## config.mk

```make
export PLATFORM = sky130hd
export DESIGN_NAME = pipe_irq_ctrl
export DESIGN_NICKNAME = d
export VERILOG_FILES = /design/src/rtl/irq_pkg.sv /design/src/rtl/irq_sync.sv /design/src/rtl/pipe_irq_ctrl.sv
export SDC_FILE = /design/constraint.sdc
export NUM_CORES = 1
export LEC_CHECK = 0
export CORE_ASPECT_RATIO = 1.2
export CORE_MARGIN = 10
export CORE_UTILIZATION = 43
export DETAILED_ROUTE_END_ITERATION = 10
export PLACE_DENSITY = 0.85
export RECOVER_POWER = 50
export REMOVE_ABC_BUFFERS = 1
export SYNTH_ARGS = -nofsm -noshare
export SYNTH_HDL_FRONTEND = slang
export SYNTH_SLANG_ARGS = --single-unit
```

## constraint.sdc

```tcl
create_clock -name clk -period 2.84 [get_ports clk]
set_clock_uncertainty 0.2 [all_clocks]
set_input_delay 0.568 -clock clk [delete_from_list [all_inputs] [get_ports clk]]
set_output_delay 0.568 -clock clk [all_outputs]
set_load 0.05 [all_outputs]
```

## src/rtl/irq_pkg.sv

```systemverilog
// Shared types and default vectors for the pipeline
// interrupt/exception sequencer.
package irq_pkg;

  typedef enum logic [2:0] {
    IDLE,
    ARM,
    TAKE,
    DRAIN,
    KERNEL
  } state_e;

  typedef enum logic {
    CAUSE_IRQ,
    CAUSE_EXC
  } cause_e;

  localparam logic [31:0] DEF_IRQ_VECTOR = 32'h0000_0004;
  localparam logic [31:0] DEF_EXC_VECTOR = 32'h0000_0008;

  // IRQ resumes the interrupted instruction; EXC skips it.
  function automatic logic [31:0] epc_of(
    input cause_e      c,
    input logic [31:0] pc
  );
    return (c == CAUSE_EXC) ? pc + 32'd4 : pc;
  endfunction

endpackage

```

## src/rtl/irq_sync.sv

```systemverilog
// irq_in synchroniser plus re-arm qualifier: a level is only
// accepted again once the synchronised line has been seen low.
module irq_sync #(
  parameter int SYNC_STAGES = 2
) (
  input  logic clk,
  input  logic reset,
  input  logic irq_in,
  input  logic take_i,
  output logic irq_s_o,
  output logic armed_o
);

  logic [SYNC_STAGES-1:0] sync_q;
  logic                   armed_q;

  always_ff @(posedge clk) begin
    if (reset) begin
      sync_q  <= '0;
      armed_q <= 1'b1;
    end else begin
      sync_q <= {sync_q[SYNC_STAGES-2:0], irq_in};
      if (take_i)
        armed_q <= 1'b0;
      else if (!sync_q[SYNC_STAGES-1])
        armed_q <= 1'b1;
    end
  end

  assign irq_s_o = sync_q[SYNC_STAGES-1];
  assign armed_o = armed_q;

endmodule

```

## src/rtl/pipe_irq_ctrl.sv

```systemverilog
// Interrupt/exception entry and exit sequencer that
// overrides PC select and pipeline flushes.
module pipe_irq_ctrl
  import irq_pkg::*;
#(
  parameter logic [31:0] IRQ_VECTOR   = DEF_IRQ_VECTOR,
  parameter logic [31:0] EXC_VECTOR   = DEF_EXC_VECTOR,
  parameter int          SYNC_STAGES  = 2,
  parameter int          DRAIN_CYCLES = 2
) (
  input  logic        clk,
  input  logic        reset,
  input  logic        irq_in,
  input  logic        exc_id,
  input  logic        id_valid,
  input  logic        stall_in,
  input  logic [31:0] pc_id,
  input  logic        kernel_exit,
  output logic        redirect,
  output logic [31:0] vec_pc,
  output logic        flush_if,
  output logic        flush_id,
  output logic        flush_ex,
  output logic        epc_we,
  output logic [31:0] epc,
  output logic        in_kernel,
  output logic        fault
);

  state_e      state_q;
  cause_e      cause_q;
  cause_e      cause_arm;
  logic [2:0]  cnt_q;
  logic        pend_q;
  logic        pend_d;
  logic        irq_s;
  logic        armed;
  logic        take_irq;
  logic        safe;
  logic        redirect_q;
  logic        flush_if_q;
  logic        flush_id_q;
  logic        flush_ex_q;
  logic        epc_we_q;
  logic        in_kernel_q;
  logic        fault_q;
  logic [31:0] vec_pc_q;
  logic [31:0] epc_q;

  irq_sync #(
    .SYNC_STAGES(SYNC_STAGES)
  ) u_sync (
    .clk    (clk),
    .reset  (reset),
    .irq_in (irq_in),
    .take_i (take_irq),
    .irq_s_o(irq_s),
    .armed_o(armed)
  );

  assign take_irq  = (state_q == TAKE) && (cause_q == CAUSE_IRQ);
  assign pend_d    = take_irq ? 1'b0 : (pend_q | (irq_s & armed));
  assign safe      = id_valid & ~stall_in;
  assign cause_arm = exc_id ? CAUSE_EXC : cause_q;

  always_ff @(posedge clk) begin
    if (reset) begin
      state_q     <= IDLE;
      cause_q     <= CAUSE_IRQ;
      cnt_q       <= '0;
      pend_q      <= 1'b0;
      redirect_q  <= 1'b0;
      flush_if_q  <= 1'b0;
      flush_id_q  <= 1'b0;
      flush_ex_q  <= 1'b0;
      epc_we_q    <= 1'b0;
      in_kernel_q <= 1'b0;
      fault_q     <= 1'b0;
      vec_pc_q    <= '0;
      epc_q       <= '0;
    end else begin
      pend_q     <= pend_d;
      redirect_q <= 1'b0;
      flush_if_q <= 1'b0;
      flush_id_q <= 1'b0;
      flush_ex_q <= 1'b0;
      epc_we_q   <= 1'b0;
      unique case (state_q)
        IDLE: begin
          if (exc_id) begin
            cause_q <= CAUSE_EXC;
            state_q <= ARM;
          end else if (pend_d) begin
            cause_q <= CAUSE_IRQ;
            state_q <= ARM;
          end
        end
        ARM: begin
          cause_q <= cause_arm;
          if (safe) begin
            state_q     <= TAKE;
            epc_q       <= epc_of(cause_arm, pc_id);
            vec_pc_q    <= (cause_arm == CAUSE_EXC) ? EXC_VECTOR
                                                     : IRQ_VECTOR;
            redirect_q  <= 1'b1;
            flush_if_q  <= 1'b1;
            flush_id_q  <= 1'b1;
            flush_ex_q  <= (cause_arm == CAUSE_EXC);
            epc_we_q    <= 1'b1;
            in_kernel_q <= 1'b1;
          end
        end
        TAKE: begin
          state_q <= DRAIN;
          cnt_q   <= 3'(DRAIN_CYCLES);
        end
        DRAIN: begin
          if (cnt_q == 3'd1)
            state_q <= KERNEL;
          else
            cnt_q <= cnt_q - 3'd1;
        end
        KERNEL: begin
          // Exit beats a same-cycle illegal instruction.
          if (kernel_exit) begin
            state_q     <= IDLE;
            in_kernel_q <= 1'b0;
          end else if (exc_id) begin
            fault_q <= 1'b1;
          end
        end
        default: state_q <= IDLE;
      endcase
    end
  end

  assign redirect  = redirect_q;
  assign vec_pc    = vec_pc_q;
  assign flush_if  = flush_if_q;
  assign flush_id  = flush_id_q;
  assign flush_ex  = flush_ex_q;
  assign epc_we    = epc_we_q;
  assign epc       = epc_q;
  assign in_kernel = in_kernel_q;
  assign fault     = fault_q;

endmodule

```

==> key figures, run 1 <==
Status
  – Status: finished clean

Logic synthesis
  – Post-synthesis cell count: between 300 and 400
  – Post-synthesis sequential area ratio: ~36%
  – Synth Cell Area: 0.00269 sq mm
  – Top-count cell post-synth: dfxtp_1
  – Synth area leader: dfxtp_1
  – Mean Syn Cell Area: around 8.5 sq um
  – Top cells by area, synth: dfxtp_1 36%, buf_4 9.2%, a211oi_1 6.4%
  – Ys async rst share: 0%
  – EDFF count, synth: 0
  – Main synth FF type: dfxtp_1
  – Post-synth top cells: 49 x dfxtp_1, 43 x nor2_1, 33 x buf_4
  – Number of distinct library cells after synthesis: 49
  – Yosys top cell area share: a little over a third
  – Seq cells post-synth: 49
  – Synth warnings: 0

Floorplanning
  – Die X: between 90 and 100 microns
  – Floorplan core area: roughly 0.006 sq mm
  – # rows: 31
  – DIE HEIGHT: 107 microns
  – Die Area: slightly below 0.01 sq mm
  – Top-Level Pins: 110
  – Starting Density: between 40% and 50%

Clock tree
  – Hold_buf cts: 0
  – Clk root buf: clkbuf_8
  – Clk buf depth: 2
  – Worst-skew pair later-pin latency: 0.30 ns
  – Reg clk slew, reported paths: roughly 0.08 ns
  – H-Tree Level Count: 2
  – Post-CTS setup buffers: 0
  – CTS buffer count: 5
  – Post-CTS Resized: 0
  – TritonCTS Sinks: around 50
  – CTS tree: yes

Setup path
  – Startpoint types: input port
  – CP Class: in -> reg
  – Worst r2r dst: epc[31]
  – Reg2Reg Depth: 6
  – Worst-path maximum fanout: 63
  – Crit-path slowest cell: clkbuf_4
  – CP Data Arrival Time: 2.55 ns
  – CP cell instances: dlygate4sd3_1 > nor2b_1 > and3_2 > clkbuf_4 > and3_1 > a21oi_1 > o22ai_1
  – R2r setup slk: between 0.7 and 0.8 ns
  – CP required: roughly 2.9 ns
  – Endpoint class of the critical path: flop
  – Max incr delay on CP: between 0.5 and 0.6 ns
  – Delay-heaviest family, CP: buffers and inverters
  – RR Startpoint: state_q[2]
  – Worst Path Buf+Inv: 2

STA
  – Fin Setup TNS: 0 ns
  – Post-route clock period utilization: between 80% and 90%
  – Hold Fails Final Rpt: 0
  – RSZ-0062 raised after global routing: no
  – Min Tclk post-route: 2.53 ns
  – Setup-failing EPs final: 0
  – Worst rel slew slack: about a third
  – Final slew viol count: 0
  – Max frequency: between 0.3 and 0.4 GHz
  – Slew @ Worst Pin: between 1 and 1.5 ns

Drt
  – Post-route DRC violation count: 0
  – Total number of vias: 2401
  – DRT iter0 DRCs: around 100
  – Routed wl met3: 546 microns
  – Vias/cell: slightly above 5
  – Post-route ant nets: 0
  – Max layer used: met4
  – Length of routed met2 wiring: around 3700 microns
  – Pre-antenna DRT Iters: 4
  – Post-DR wirelength/cell: between 15 and 20 microns
  – M1 WL: 2860 microns
  – Routed wire length: between 7000 and 8000 microns

Final layout
  – Fraction of layout cells with a size suffix above 1: under 10%
  – Final nets: around 430
  – P&R area growth vs syn: 31.2%
  – Fillers: ~560
  – ANT cells: 0

Pwr
  – Clock power frac: around 25%
  – Total power: ~0.0016 W
  – Internal Power: just over 0.001 W
  – Static Leakage: 1.32 nW
  – Sw Ratio: between 30% and 40%
  – Flop pwr share: between 40% and 50%
  – Psw: 0.000559 W
  – Pwr Density: about 450 mW/mm^2
  – Combinational power share: between 20 and 30%
  – Worst VDD drop: between 0.2 and 0.3 mV

Global routing
  – Congestion Overflow GR: 0
  – GRT Total Usage: around 14%
  – Number of global-route vias before repair: between 2000 and 2500
  – Initial antenna violation count: 0
  – First-pass GRT wire length: around 11000 microns
  – Pin count of the biggest net entering global routing: 64

Worst hold path
  – Hold_sp: epc[2]
  – Hold path cells: 2
  – Hold endpoint: epc[2]
  – Hold WC Path Type: reg -> reg

Flow run
  – MaxCap Viol Count: 0

Placement
  – Detailed Place HPWL: approximately 5600 microns
  – Gpl congestion: ~0.86
  – Input/output buffers: 79
## cell type report
cell class / instances / area [sq um] / share of cell area (%)
well taps: 82 / 103 / 2.91
inverters: 7 / 26.3 / 0.745
clock inverters: 2 / 10.0 / 0.284
clock buffers: 6 / 72.6 / 2.06
multi-input cells: 239 / 1480 / 42.0
flip-flops and latches: 49 / 981 / 27.8
repair buffers: 88 / 853 / 24.2
## cells by family after synthesis
family / after synthesis / synth area share (%)
buf+inv: 56 / 12.5
flops: 49 / 36.5
mux: 3 / 1.16
other cells: 1 / 0.139
compound gates: 53 / 14.2
simple gates: 122 / 25.0
fa+ha+maj: 3 / 1.40
xor+xnor: 28 / 9.12
## metal layers
metal	vias to the layer above	track usage (%)
met3	7	5.37
li1	1187	-
met2	95	24.7
met5	-	0
met4	0	4.53
met1	1112	15.5
## power by group through the flow
stage	combinational [W]	clock, W	sequential [W]
3_5_place_dp	0.000457	0	0.000762
5_1_grt	0.000480	0.000442	0.000751
3_3_place_gp	0.000450	0	0.000761
6_report	0.000451	0.000400	0.000746
4_1_cts	0.000459	0.000410	0.000746
2_1_floorplan	0.000187	0	0.000857
## state kept, by name, summed over array words and instances, names as in the netlist
register        count
epc_we              1
u_sync.sync_q       2
state_q             3
pend_q              1
cnt_q               3
flush_ex            1
in_kernel           1
epc                32
fault               1
vec_pc              2
cause_q             1
u_sync.armed_o      1
## how the worst max path moves through the flow
stage	endpoint	depth (start not counted)	from	slack [ns]
floorplan	epc[31]	5	id_valid	0.14
global placement	epc[31]	6	pc_id[10]	0.13
detailed placement	epc[25]	6	pc_id[10]	0.1
finish	epc[31]	7	id_valid	0.31
CTS	epc[31]	6	pc_id[10]	0.42
global route	epc[24]	6	id_valid	0.18
## stage by stage
stage / instances / instance area, sq um / setup slack [ns] / hold WS [ns] / utilization [%]
3_5_place_dp: 465 / 3460 / 0.0996 / 0.234 / 57.1
6_report: 473 / 3530 / 0.309 / 0.258 / 58.3
4_1_cts: 473 / 3540 / 0.421 / 0.256 / 58.5
2_1_floorplan: 295 / 2490 / 0.142 / 0.214 / -
5_1_grt: 473 / 3530 / 0.178 / 0.278 / 58.3
3_3_place_gp: 465 / 3460 / 0.132 / 0.235 / 57.1
## worst min-delay path: stages, from the launching register on
cell and delay (ns):
dfxtp_1 0.32, nand2_1 0.05, a21oi_1 0.05
## placed cells by master, fill, tap and decap left out, types with 3 or more instances in the layout
cell and n:
a211oi_1 23, a211oi_2 3, a21oi_1 11, a311oi_1 3
buf_4 8, clkbuf_8 5, clkdlybuf4s50_1 56, conb_1 30
dfxtp_1 49, dlygate4sd3_1 22, ha_1 3, inv_1 7
nand2_1 22, nand3_1 8, nand4_1 9, nor2_1 43
nor2b_1 7, nor3_1 4, nor4_1 4, o21ai_0 5
xnor2_1 15, xor2_1 13
Note: power is estimated with default switching activity, not from simulation.
==> run 2, diff against run 1 <==
--- a/config.mk
+++ b/config.mk
@@ -5,10 +5,12 @@
 export SDC_FILE = /design/constraint.sdc
 export NUM_CORES = 1
 export LEC_CHECK = 0
+export CAP_MARGIN = 10
 export CORE_ASPECT_RATIO = 1.2
 export CORE_MARGIN = 10
 export CORE_UTILIZATION = 43
 export DETAILED_ROUTE_END_ITERATION = 10
+export MAX_ROUTING_LAYER = met4
 export PLACE_DENSITY = 0.85
 export RECOVER_POWER = 50
 export REMOVE_ABC_BUFFERS = 1
==> key figures, run 2 (synthesized netlist as in run 1, its figures left out) <==
Status
  – Status: finished clean

Worst hold path
  – Hold WC Path Type: reg -> reg

Clock tree
  – Worst-skew pair later-pin latency: 0.30 ns (about the same)
  – Reg clk slew, reported paths: 0.08 ns (about the same)
  – Post-CTS Resized: 0 (unchanged)
  – CTS tree: yes
  – Clk root buf: clkbuf_8
  – Clk buf depth: 2 (unchanged)
  – Post-CTS setup buffers: 0 (unchanged)
  – H-Tree Level Count: 2 (unchanged)
  – TritonCTS Sinks: 49 (unchanged)
  – Hold_buf cts: 0 (unchanged)
  – CTS buffer count: 5 (unchanged)

Final layout
  – Most frequent cells in the layout: 56 x clkdlybuf4s50_1, 49 x dfxtp_1, 43 x nor2_1
  – ANT cells: 0 (unchanged)
  – Fillers: 558 (unchanged)
  – Fraction of layout cells with a size suffix above 1: 8.70% (unchanged)
  – Final nets: 432 (unchanged)
  – Multi-input logic area: 0.00148 sq mm (unchanged)
  – P&R area growth vs syn: 31.2% (unchanged)
  – Layout Utilization: 58.3% (unchanged)
  – Register Area: 981 sq um (unchanged)
  – Most common cell after layout, fill and taps aside: clkdlybuf4s50_1
  – Max reg flops: 32 (unchanged)

Pwr
  – Flop pwr share: 46.7% (about the same)
  – Clock power frac: 25.1% (about the same)
  – Combinational power share: 28.2% (about the same)
  – Internal Power: 0.00104 W (about the same)
  – Static Leakage: 1.32 nW (unchanged)
  – Worst VDD drop: 0.266 mV (about the same)
  – Sw Ratio: 35.0% (about the same)
  – Pwr Density: 453 mW/mm^2 (about the same)
  – Psw: 0.000560 W (about the same)

STA
  – Fin Setup TNS: 0 ns (unchanged)
  – Max frequency: 0.396 GHz (+0.12%)
  – Setup-failing EPs final: 0 (unchanged)
  – Worst rel slew slack: 31.1% (-1.1 points)
  – Min Tclk post-route: 2.53 ns (-0.00309 ns)
  – Post-route clock period utilization: 89.0% (-0.11 points)
  – Slew @ Worst Pin: 1.03 ns (+0.0159 ns)
  – RSZ-0062 raised after global routing: no
  – Hold Fails Final Rpt: 0 (unchanged)
  – Final slew viol count: 0 (unchanged)

Placement
  – Detailed Place HPWL: 5640 microns (unchanged)
  – Input/output buffers: 79 (unchanged)
  – Gpl congestion: 0.877 (+1.6%)

Global routing
  – Congestion Overflow GR: 0 (unchanged)
  – First-pass GRT wire length: 11500 microns (-0.24%)
  – Pin count of the biggest net entering global routing: 64 (unchanged)
  – Initial antenna violation count: 0 (unchanged)
  – Number of global-route vias before repair: 2357 (+0.17%)
  – GRT Total Usage: 14.6% (+0.42 points)

Drt
  – Post-DR wirelength/cell: 15.2 microns (-0.22%)
  – DRT iter0 DRCs: 109 (+5.8%)
  – Vias/cell: 5.08 (+0.12%)
  – Post-route DRC violation count: 0 (unchanged)
  – Routed wire length: 7200 microns (-0.22%)
  – Post-route ant nets: 0 (unchanged)
  – Total number of vias: 2404 (+0.12%)
  – Pre-antenna DRT Iters: 4 (unchanged)

Setup path
  – CP Class: in -> reg
  – Worst setup startpoint: id_valid
  – RR Startpoint: state_q[2]
  – Reg2Reg Depth: 6 (unchanged)
  – Endpoint class of the critical path: flop
  – Setup crit end: epc[31]
  – Worst r2r dst: epc[31]
  – R2r setup slk: 0.74 ns (about the same)
  – Worst-path maximum fanout: 63 (unchanged)
  – CP required: 2.86 ns (about the same)
  – CP Data Arrival Time: 2.55 ns (about the same)
  – Startpoint types: input port

Floorplanning
  – Starting Density: 44.4% (unchanged)
  – Die Area: 0.00983 sq mm (unchanged)
  – Die X: 92.2 microns (unchanged)
  – Top-Level Pins: 110 (unchanged)
  – # rows: 31 (unchanged)
  – Floorplan core area: 0.00605 sq mm (unchanged)
  – DIE HEIGHT: 107 microns (unchanged)

Flow run
  – MaxCap Viol Count: 0 (unchanged)
## run 2: cell counts in the layout (fill, tap and decap cells not counted)
No cell type changed its count.
## run 2: power groups by stage
stage          registers (W)  logic, W  clock network (W)
6_report            0.000746  0.000451           0.000401
2_1_floorplan       0.000857  0.000187                  0
5_1_grt             0.000751  0.000480           0.000442
3_5_place_dp        0.000762  0.000457                  0
3_3_place_gp        0.000761  0.000450                  0
4_1_cts             0.000746  0.000459           0.000410
## run 2: routing by layer
metal / wire length [microns] / global-route usage (%) / vias up
met4: 89 / 4.53 / 0
met1: 2960 / 16.1 / 1113
met5: 0 / - / -
met3: 434 / 4.26 / 9
li1: - / - / 1190
met2: 3710 / 24.8 / 92
## run 2: cell type report
cell class              count  share of cell area [%]
clock buffers               6                    2.06
clock inverters             2                   0.284
inverters                   7                   0.745
multi-input cells         239                    42.0
flip-flops and latches     49                    27.8
well taps                  82                    2.91
repair buffers             88                    24.2
## run 2: how the worst min path moves through the flow
stage | slack [ns] | to | start | cells after the start
after detailed placement | 0.23 | u_sync.sync_q[1] | u_sync.sync_q[0] | 1
after global routing | 0.28 | epc[0] | epc[0] | 2
final | 0.26 | epc[2] | epc[2] | 2
after global placement | 0.23 | u_sync.sync_q[1] | u_sync.sync_q[0] | 1
after CTS | 0.26 | epc[2] | epc[2] | 2
after floorplan | 0.21 | u_sync.sync_q[1] | u_sync.sync_q[0] | 1
## run 2: metrics by stage
stage / hold WS, ns / worst slack, ns / instances / area [sq um] / power (W)
final: 0.258 / 0.312 / 473 / 3530 / 0.00160
after global routing: 0.278 / 0.175 / 473 / 3530 / 0.00167
after CTS: 0.256 / 0.421 / 473 / 3540 / 0.00162
after detailed placement: 0.234 / 0.0996 / 465 / 3460 / 0.00122
after global placement: 0.235 / 0.132 / 465 / 3460 / 0.00121
after floorplan: 0.214 / 0.142 / 295 / 2490 / 0.00104
## run 2: worst max-delay path: stages
cell,delay [ns]
dlygate4sd3_1,0.52
nor2b_1,0.22
and3_2,0.21
clkbuf_4,0.57
and3_1,0.26
a21oi_1,0.04
o22ai_1,0.14
